--- src/rtl/opponent_sync.sv ---
// rtl/opponent_sync.sv - opponent packet receiver: validation, reset-flag debounce, link-loss FSM
// Define OPP_SYNC_STATS_EN to build the pkt_count/drop_count statistics registers.
module opponent_sync #(
   parameter int TIMEOUT_CYCLES = 5_000_000,
   parameter int X_MAX          = 1023,
   parameter int Y_MAX          = 767,
   parameter int DIR_MAX        = 359
) (
   input  logic        clk_in,
   input  logic        rst_in_n,
   input  logic        axiiv,
   input  logic [43:0] axiid,
   output logic [10:0] opp_x,
   output logic [10:0] opp_y,
   output logic [8:0]  opp_dir,
   output logic [2:0]  opp_game,
   output logic        opp_valid,
   output logic        opp_reset_pulse,
   output logic        link_up,
   output logic [15:0] pkt_count,
   output logic [7:0]  drop_count
);
   localparam int CNT_W = $clog2(TIMEOUT_CYCLES + 1);
   localparam logic [CNT_W-1:0] IDLE_LAST = CNT_W'(TIMEOUT_CYCLES - 1);
   localparam logic [10:0] X_LIM   = 11'(X_MAX);
   localparam logic [10:0] Y_LIM   = 11'(Y_MAX);
   localparam logic [8:0]  DIR_LIM = 9'(DIR_MAX);

   typedef enum logic [1:0] {DOWN, UP, STALE} link_state_t;
   typedef enum logic [1:0] {STREAK_NONE, STREAK_ONE, STREAK_DONE} streak_t;

   logic [10:0] pkt_x;
   logic [10:0] pkt_y;
   logic [8:0]  pkt_dir;
   logic [2:0]  pkt_game;
   logic        pkt_flag;
   logic        accept;
   logic        keepalive;
   logic [43:0] prev_pkt;
   link_state_t state;
   streak_t     streak;
   logic [CNT_W-1:0] idle_count;

   assign pkt_x    = axiid[43:33];
   assign pkt_y    = axiid[31:21];
   assign pkt_dir  = axiid[19:11];
   assign pkt_game = axiid[7:5];
   assign pkt_flag = axiid[3];
   assign accept   = axiiv && (axiid != '0) && (pkt_x <= X_LIM) && (pkt_y <= Y_LIM)
                     && (pkt_dir <= DIR_LIM);
   assign keepalive = (axiid == prev_pkt);

   always_ff @(posedge clk_in) begin
      if (!rst_in_n) begin
         opp_x           <= '0;
         opp_y           <= '0;
         opp_dir         <= '0;
         opp_game        <= '0;
         opp_valid       <= 1'b0;
         opp_reset_pulse <= 1'b0;
         link_up         <= 1'b0;
         prev_pkt        <= '0;
         streak          <= STREAK_NONE;
         state           <= DOWN;
         idle_count      <= '0;
      end else begin
         opp_reset_pulse <= 1'b0;
         if (accept) begin
            prev_pkt  <= axiid;
            opp_valid <= 1'b1;
            if (!keepalive) begin
               opp_x    <= pkt_x;
               opp_y    <= pkt_y;
               opp_dir  <= pkt_dir;
               opp_game <= pkt_game;
            end
            // STREAK_DONE holds until a flag=0 packet re-arms the debounce
            if (pkt_flag) begin
               if (streak == STREAK_NONE) begin
                  streak <= STREAK_ONE;
               end else if (streak == STREAK_ONE) begin
                  streak          <= STREAK_DONE;
                  opp_reset_pulse <= 1'b1;
               end
            end else begin
               streak <= STREAK_NONE;
            end
         end

         case (state)
            DOWN, STALE: begin
               if (accept) begin
                  state      <= UP;
                  link_up    <= 1'b1;
                  idle_count <= '0;
               end
            end
            UP: begin
               if (accept) begin
                  idle_count <= '0;
               end else if (idle_count == IDLE_LAST) begin
                  state   <= STALE;
                  link_up <= 1'b0;
               end else begin
                  idle_count <= idle_count + 1'b1;
               end
            end
            default: begin
               state   <= DOWN;
               link_up <= 1'b0;
            end
         endcase
      end
   end

`ifdef OPP_SYNC_STATS_EN
   always_ff @(posedge clk_in) begin
      if (!rst_in_n) begin
         pkt_count  <= '0;
         drop_count <= '0;
      end else if (axiiv) begin
         if (accept) begin
            pkt_count <= pkt_count + 1'b1;
         end else if (drop_count != 8'hFF) begin
            drop_count <= drop_count + 1'b1;
         end
      end
   end
`else
   assign pkt_count  = '0;
   assign drop_count = '0;
`endif

endmodule

--- config.mk ---
export PLATFORM = sky130hd
export DESIGN_NAME = opponent_sync
export DESIGN_NICKNAME = d
export VERILOG_FILES = /design/src/rtl/opponent_sync.sv
export SDC_FILE = /design/constraint.sdc
export NUM_CORES = 1
export LEC_CHECK = 0
export CAP_MARGIN = 0
export CORE_UTILIZATION = 30
export DETAILED_ROUTE_END_ITERATION = 10
export PLACE_DENSITY_LB_ADDON = 0.3
export SYNTH_ARGS = -nofsm -noshare
export SYNTH_HDL_FRONTEND = slang
export SYNTH_SLANG_ARGS = --single-unit
--- constraint.sdc ---
create_clock -name clk_in -period 5.04 [get_ports clk_in]
set_input_delay 1.008 -clock clk_in [delete_from_list [all_inputs] [get_ports clk_in]]
set_output_delay 1.008 -clock clk_in [all_outputs]
set_load 0.02 [all_outputs]
==> results of run 1 <==
-- area by class of cell --
type,instances,area [sq um]
Fill cell,1798,10900
Multi-Input combinational cell,512,2970
Sequential cell,108,2160
Timing Repair Buffer,89,883
Tap cell,225,282
Clock buffer,11,243
Clock inverter,5,43.8
Inverter,5,18.8
-- state kept, by name, summed over array words and instances (netlist names) --
| register | count |
|---|---|
| opp_y | 11 |
| link_up | 1 |
| prev_pkt | 44 |
| opp_x | 11 |
| opp_dir | 9 |
| idle_count | 23 |
| streak | 2 |
| opp_game | 3 |
| state | 2 |
| opp_reset_pulse | 1 |
| opp_valid | 1 |
-- per-layer routing --
layer  part of all wire [%]  vias up  track usage (%)  wire length, um
li1                       -     2380                -                -
met1                     50     2241             23.6             7300
met2                     42      145             22.3             6160
met3                    6.1       17             3.69              887
met4                    1.7        0             7.04              248
met5                      0        -                0                0
-- worst paths after layout --
path / end / slack, ns / depth (start not counted)
max: link_up / 1.25 / 8
min: opp_dir[8] / 0.46 / 2
max reg2reg: idle_count[22] / 2.50 / 6
min reg2reg: opp_dir[8] / 0.46 / 2
-- per-stage QoR --
step | area, sq um | total power [mW] | std cells | setup WS, ns | util [%]
final | 6600 | 1.79 | 955 | 1.25 | 37.8
after global routing | 6600 | 1.87 | 955 | 1.01 | 37.8
after CTS | 6600 | 1.81 | 955 | 1.28 | 37.8
after detailed placement | 6310 | 1.11 | 939 | 0.908 | 36.1
after global placement | 6310 | 1.11 | 939 | 0.928 | 36.1
after floorplan | 5500 | 1.03 | 689 | 2.38 | -
-- cell families (layout without fill, tap and decap cells) --
group | Yosys count | after routing | share of synthesized area (%)
compound gates | 110 | 110 | 13.3
xor+xnor | 46 | 46 | 7.44
fa+ha+maj | 1 | 1 | 0.231
buf+inv | 69 | 110 | 7.26
flops | 108 | 108 | 39.9
mux | 32 | 32 | 5.92
other cells | 1 | 24 | 0.0692
simple gates | 299 | 299 | 25.9
-- power breakdown --
group | switching [mW] | internal (mW) | leakage [nW] | total (mW)
Clock | 0.341 | 0.355 | 0.134 | 0.697
Combinational | 0.127 | 0.0858 | 1.09 | 0.213
Sequential | 0.00975 | 0.869 | 0.873 | 0.878
-- worst max-delay path: stages --
cell	delay (ns)
sky130_fd_sc_hd__clkdlybuf4s50_1	0.58
sky130_fd_sc_hd__nor4_1	0.49
sky130_fd_sc_hd__nand3_1	0.19
sky130_fd_sc_hd__nor4_4	0.59
sky130_fd_sc_hd__or2_2	0.25
sky130_fd_sc_hd__buf_4	0.52
sky130_fd_sc_hd__a21oi_1	0.13
sky130_fd_sc_hd__o221a_2	0.28
-- cell usage in the layout, fill, tap and decap left out, drive strengths merged, types with 2 or more instances in the layout --
master	n
inv	7
clkbuf	11
o2bb2ai	2
nor3b	4
nor4b	2
a21o	2
nand4	19
nor3	9
or2	3
xnor2	45
o31ai	2
nor4	21
buf	7
a21oi	51
clkdlybuf4s50	82
clkinvlp	2
o41ai	2
o211ai	2
o31a	4
nand3	25
or4	4
a21boi	2
conb	24
o32ai	2
o21ai	10
a31oi	7
nand2	176
mux2i	32
and3	10
a41oi	2
o21a	8
nor2	19
dfxtp	108
o22ai	7
==> impl_metrics.csv, run 1 <==
group,metric,value,unit
synthesis,share_of_synthesized_registers_carrying_an_async_set_or_reset,0,%
global_routing,antenna_violations_before_repair,0,
detailed_routing,antenna_violating_nets_post_route,0,
sta,final_min_period_over_clock_period,75.3,%
flow_run,drv_cap,0,
detailed_routing,total_via_count_in_the_routed_design,4783,
sta,period_minus_slack,3.79,ns
synthesis,post-synth-top-area-fraction,39.9,%
global_routing,grt_pass1_vias,4198,
clock_tree,cts.sinks,108,
clock_tree,cts_max_path_buffers,2,
clock_tree,post_cts.resized_instances,0,
finish,ant_diodes,0,
sta,timing_hold_violations_final,0,
global_routing,grt_max_degree,86,
clock_tree,clock_pin_slew_of_the_registers_on_the_worst_case_setup_and_hold_paths,0.08,ns
clock_tree,post-cts-setup-buffer-count,0,
synthesis,ys.flop_type,"sky130_fd_sc_hd__dfxtp_1",
sta,finalMaxSlewViolations,0,
hold_path,worstHoldStart,"opp_dir[8]",
synthesis,synth_area_per_inst,8.13,sq um
setup_path,critPathLaunch,"axiid[19]",
global_routing,grt_pass1_wl,22.9,mm
detailed_routing,routed_wire_length_per_instance,15.3,um
sta,tightest_hold_margin,0.460,ns
synthesis,synth.top_cells.by_count,"sky130_fd_sc_hd__nand2_1, sky130_fd_sc_hd__dfxtp_1, sky130_fd_sc_hd__a21oi_1",
global_routing,grt-ovfl-total,0,
floorplan,floorplan.initialDensity,31.0,%
detailed_routing,routed_wirelength,14.6,mm
synthesis,number_of_enable_type_register_cells_in_the_synthesized_netlist,0,
finish,flow.area_growth_from_synthesis,21.9,%
placement,port_buffers,83,
clock_tree,cts.htree.levels,3,
clock_tree,holdBufCountCts,0,
global_routing,grt.total_usage,16.2,%
floorplan,floorplan.die.height,136,um
finish,finish.net_count,773,
detailed_routing,dr.first_iter.drc_count,344,
finish,layout_cell_share_with_drive_strength_beyond_1,5.21,%
setup_path,setup.worst_path.class,"primary input to flop",
floorplan,die_area,0.0186,sq mm
clock_tree,cts_tree,"built",
sta,max-slew-margin-rel,38.4,%
placement,detailed_place_hpwl,10.0,mm
synthesis,most_common_cell_in_the_netlist,"sky130_fd_sc_hd__nand2_1",
pwr,power.static_leakage,2.10,nW
detailed_routing,post_drt_via_cell_ratio,5.01,
detailed_routing,drtPass1Iterations,5,
sta,max_clock_freq,264,MHz
floorplan,die_w,136,um
sta,setup_viol_count_final,0,
synthesis,synth-warning-count,0,
setup_path,required,5.29,ns
synthesis,library_cell_occupying_the_most_area_in_the_post_synthesis_netlist,"sky130_fd_sc_hd__dfxtp_1",
clock_tree,clock_insertion_delay_worst_skew,0.36,ns
pwr,vdd_ir_drop_max,0.000181,V
setup_path,cp-start-kind,"primary input",
detailed_routing,drc,0,
floorplan,design.core.area,0.0175,sq mm
synthesis,netlist_instances,666,
synthesis,ys_seq_area_share,39.9,%
run_status,run_status,"complete, no violations",
synthesis,synth_seq_cells,108,
floorplan,floorplan.io_pins,108,
setup_path,reg_to_reg_startpoint,"idle_count[15]",
setup_path,crit_path_max_fanout,57,
clock_tree,clk_root_buffer_cell,"sky130_fd_sc_hd__clkbuf_16",
setup_path,worstSetupEndpointType,"flop",
placement,gpl.final_weighted_congestion,0.813,
clock_tree,tritoncts.num_buffers,9,
sta,clock_skew,0.00930,ns
setup_path,arr_time_crit_path,4.05,ns
synthesis,synth.distinct_cells,59,
sta,rsz0062_at_grt,"false",
synthesis,total_standard_cell_area_after_synthesis,0.00542,sq mm
floorplan,num_rows,48,
sta,worstMarginPinSlew,0.922,ns
pwr,cellPowerDensity,271,mW/mm^2
sta,setup_tns,0,ns
hold_path,hold_path.class,"flop to flop",
synthesis,synthTopCellsByArea,"sky130_fd_sc_hd__dfxtp_1, sky130_fd_sc_hd__nand2_1, sky130_fd_sc_hd__xnor2_1",
Power figures use the tool's default switching activity.
==> inputs of run 2 (changes only) <==
- clock period: 5.04 -> 3.2 ns (I/O delays scaled with it)
==> run 2 against run 1 <==
Die area unchanged. Utilization increased by 1.3 points. Final cell count up 2.8%. Highest routed layer unchanged. Combinational power grew 68%.
==> impl_metrics.csv, run 2 (synthesized netlist as in run 1, its figures left out) <==
group,metric,value,unit
clock_tree,clk_root_buffer_cell,"sky130_fd_sc_hd__clkbuf_16",
detailed_routing,antenna_violating_nets_post_route,0,
pwr,share_of_total_power_in_combinational_logic,12.6,%
clock_tree,cts_tree,"built",
clock_tree,post-cts-setup-buffer-count,0,
pwr,p_sw,0.760,mW
sta,period_minus_slack,2.78,ns
clock_tree,tritoncts.num_buffers,9,
sta,rsz0062_at_grt,"false",
finish,mostFrequentLayoutCell,"sky130_fd_sc_hd__nand2_1",
pwr,cellPowerDensity,416,mW/mm^2
finish,final_cell_mix,"sky130_fd_sc_hd__nand2_1, sky130_fd_sc_hd__dfxtp_1, sky130_fd_sc_hd__clkdlybuf4s50_1",
sta,max-slew-margin-rel,36.0,%
global_routing,grt.total_usage,16.6,%
detailed_routing,total_via_count_in_the_routed_design,4820,
pwr,p_int,2.08,mW
setup_path,rrSetupSlack,0.78,ns
sta,worstMarginPinSlew,0.958,ns
finish,top_regs,"prev_pkt (44), idle_count (23)",
setup_path,required,3.49,ns
clock_tree,holdBufCountCts,0,
placement,detailed_place_hpwl,10.6,mm
sta,clock_skew,0.0104,ns
global_routing,grt_max_degree,54,
setup_path,setup.worst_path.class,"primary input to flop",
finish,postLayoutCellArea,0.00682,sq mm
finish,regMostFlops,"prev_pkt",
floorplan,die_w,136,um
detailed_routing,dr.first_iter.drc_count,404,
placement,port_buffers,83,
pwr,pwr-share-seq,48.8,%
pwr,power.share.switching,26.8,%
detailed_routing,routed_wirelength,14.9,mm
detailed_routing,drtPass1Iterations,5,
finish,layout_cell_share_with_drive_strength_beyond_1,8.72,%
sta,setup_viol_count_final,0,
finish,finish.net_count,801,
clock_tree,cts.htree.levels,3,
pwr,vdd_ir_drop_max,0.000276,V
global_routing,grt_pass1_wl,23.7,mm
floorplan,floorplan.io_pins,108,
clock_tree,cts.sinks,108,
sta,max_clock_freq,360,MHz
pwr,power.static_leakage,2.24,nW
detailed_routing,met3_wirelength,971,um
run_status,run_status,"complete, no violations",
clock_tree,clock_insertion_delay_worst_skew,0.36,ns
sta,final_min_period_over_clock_period,86.8,%
placement,detailed_place.area,0.00654,sq mm
detailed_routing,post_drt_via_cell_ratio,4.91,
clock_tree,clock_pin_slew_of_the_registers_on_the_worst_case_setup_and_hold_paths,0.07,ns
clock_tree,cts_max_path_buffers,2,
floorplan,design.core.area,0.0175,sq mm
finish,finish.utilization,39.0,%
setup_path,arr_time_crit_path,3.07,ns
finish,filler_cell_count,1767,
sta,setup_tns,0,ns
finish,flow.area_growth_from_synthesis,26.0,%
setup_path,crit_path_max_fanout,7,
setup_path,worstSetupEndpointType,"flop",
global_routing,grt_pass1_vias,4386,
sta,timing_hold_violations_final,0,
detailed_routing,routed_wire_length_per_instance,15.2,um
finish,largest_register_ff_count,44,
detailed_routing,highest_layer,"met4",
global_routing,antenna_violations_before_repair,0,
detailed_routing,met2_length,6.15,mm
hold_path,hold_path.class,"flop to flop",
setup_path,cp-start-kind,"primary input",
clock_tree,post_cts.resized_instances,0,
floorplan,floorplan.initialDensity,31.0,%
pwr,power.clock.fraction,38.6,%
flow_run,drv_cap,0,
floorplan,num_rows,48,
sta,finalMaxSlewViolations,0,
detailed_routing,drc,0,
pwr,totalPowerFinal,2.84,mW
floorplan,die_area,0.0186,sq mm
detailed_routing,detail_route.wirelength.met1,7.58,mm
global_routing,grt-ovfl-total,0,
floorplan,floorplan.die.height,136,um
finish,ant_diodes,0,
placement,gpl.final_weighted_congestion,0.847,
[run 2: per-stage QoR]
stage / hold slack, ns / setup slack, ns / cells
2_1_floorplan: 0.449 / 0.909 / 689
3_3_place_gp: 0.443 / 0.0742 / 967
3_5_place_dp: 0.445 / 0.0734 / 967
4_1_cts: 0.461 / 0.455 / 982
5_1_grt: 0.472 / 0.285 / 982
6_report: 0.457 / 0.422 / 982
[run 2: metal layers]
| layer | GRT usage [%] | vias up |
|---|---|---|
| met5 | 0 | - |
| met4 | 5.93 | 0 |
| met3 | 2.57 | 15 |
| met2 | 23.3 | 169 |
| met1 | 25.2 | 2194 |
| li1 | - | 2442 |
[run 2: area by class of cell]
type	instances	area [sq um]	area share, %
tap	225	282	4.13
inverter	5	18.8	0.275
timing repair buffer	117	1110	16.2
multi-input combinational	512	2970	43.5
clock buffer	10	239	3.50
clock inverter	5	45.0	0.660
sequential	108	2160	31.7
[run 2: worst paths after layout]
kind	endpoint	cells after the start	start
worst max-delay path	idle_count[15]	8	axiid[18]
worst min-delay path	opp_dir[6]	2	opp_dir[6]
worst max register to register	idle_count[1]	6	idle_count[15]
worst min register to register	opp_dir[6]	2	opp_dir[6]
[run 2: worst max-delay path: stages]
cell,delay [ns]
sky130_fd_sc_hd__clkdlybuf4s50_1,0.51
sky130_fd_sc_hd__nor4_1,0.47
sky130_fd_sc_hd__nand3_1,0.19
sky130_fd_sc_hd__nor4_4,0.25
sky130_fd_sc_hd__buf_4,0.21
sky130_fd_sc_hd__o211ai_1,0.24
sky130_fd_sc_hd__or4_1,0.46
sky130_fd_sc_hd__o21ai_1,0.08
[run 2: power groups by stage]
stage / clock, mW / combinational [mW] / sequential (mW)
after global routing: 1.18 / 0.385 / 1.39
after CTS: 1.13 / 0.357 / 1.39
final: 1.10 / 0.357 / 1.39
after floorplan: 0 / 0.191 / 1.43
after detailed placement: 0 / 0.356 / 1.42
after global placement: 0 / 0.356 / 1.42
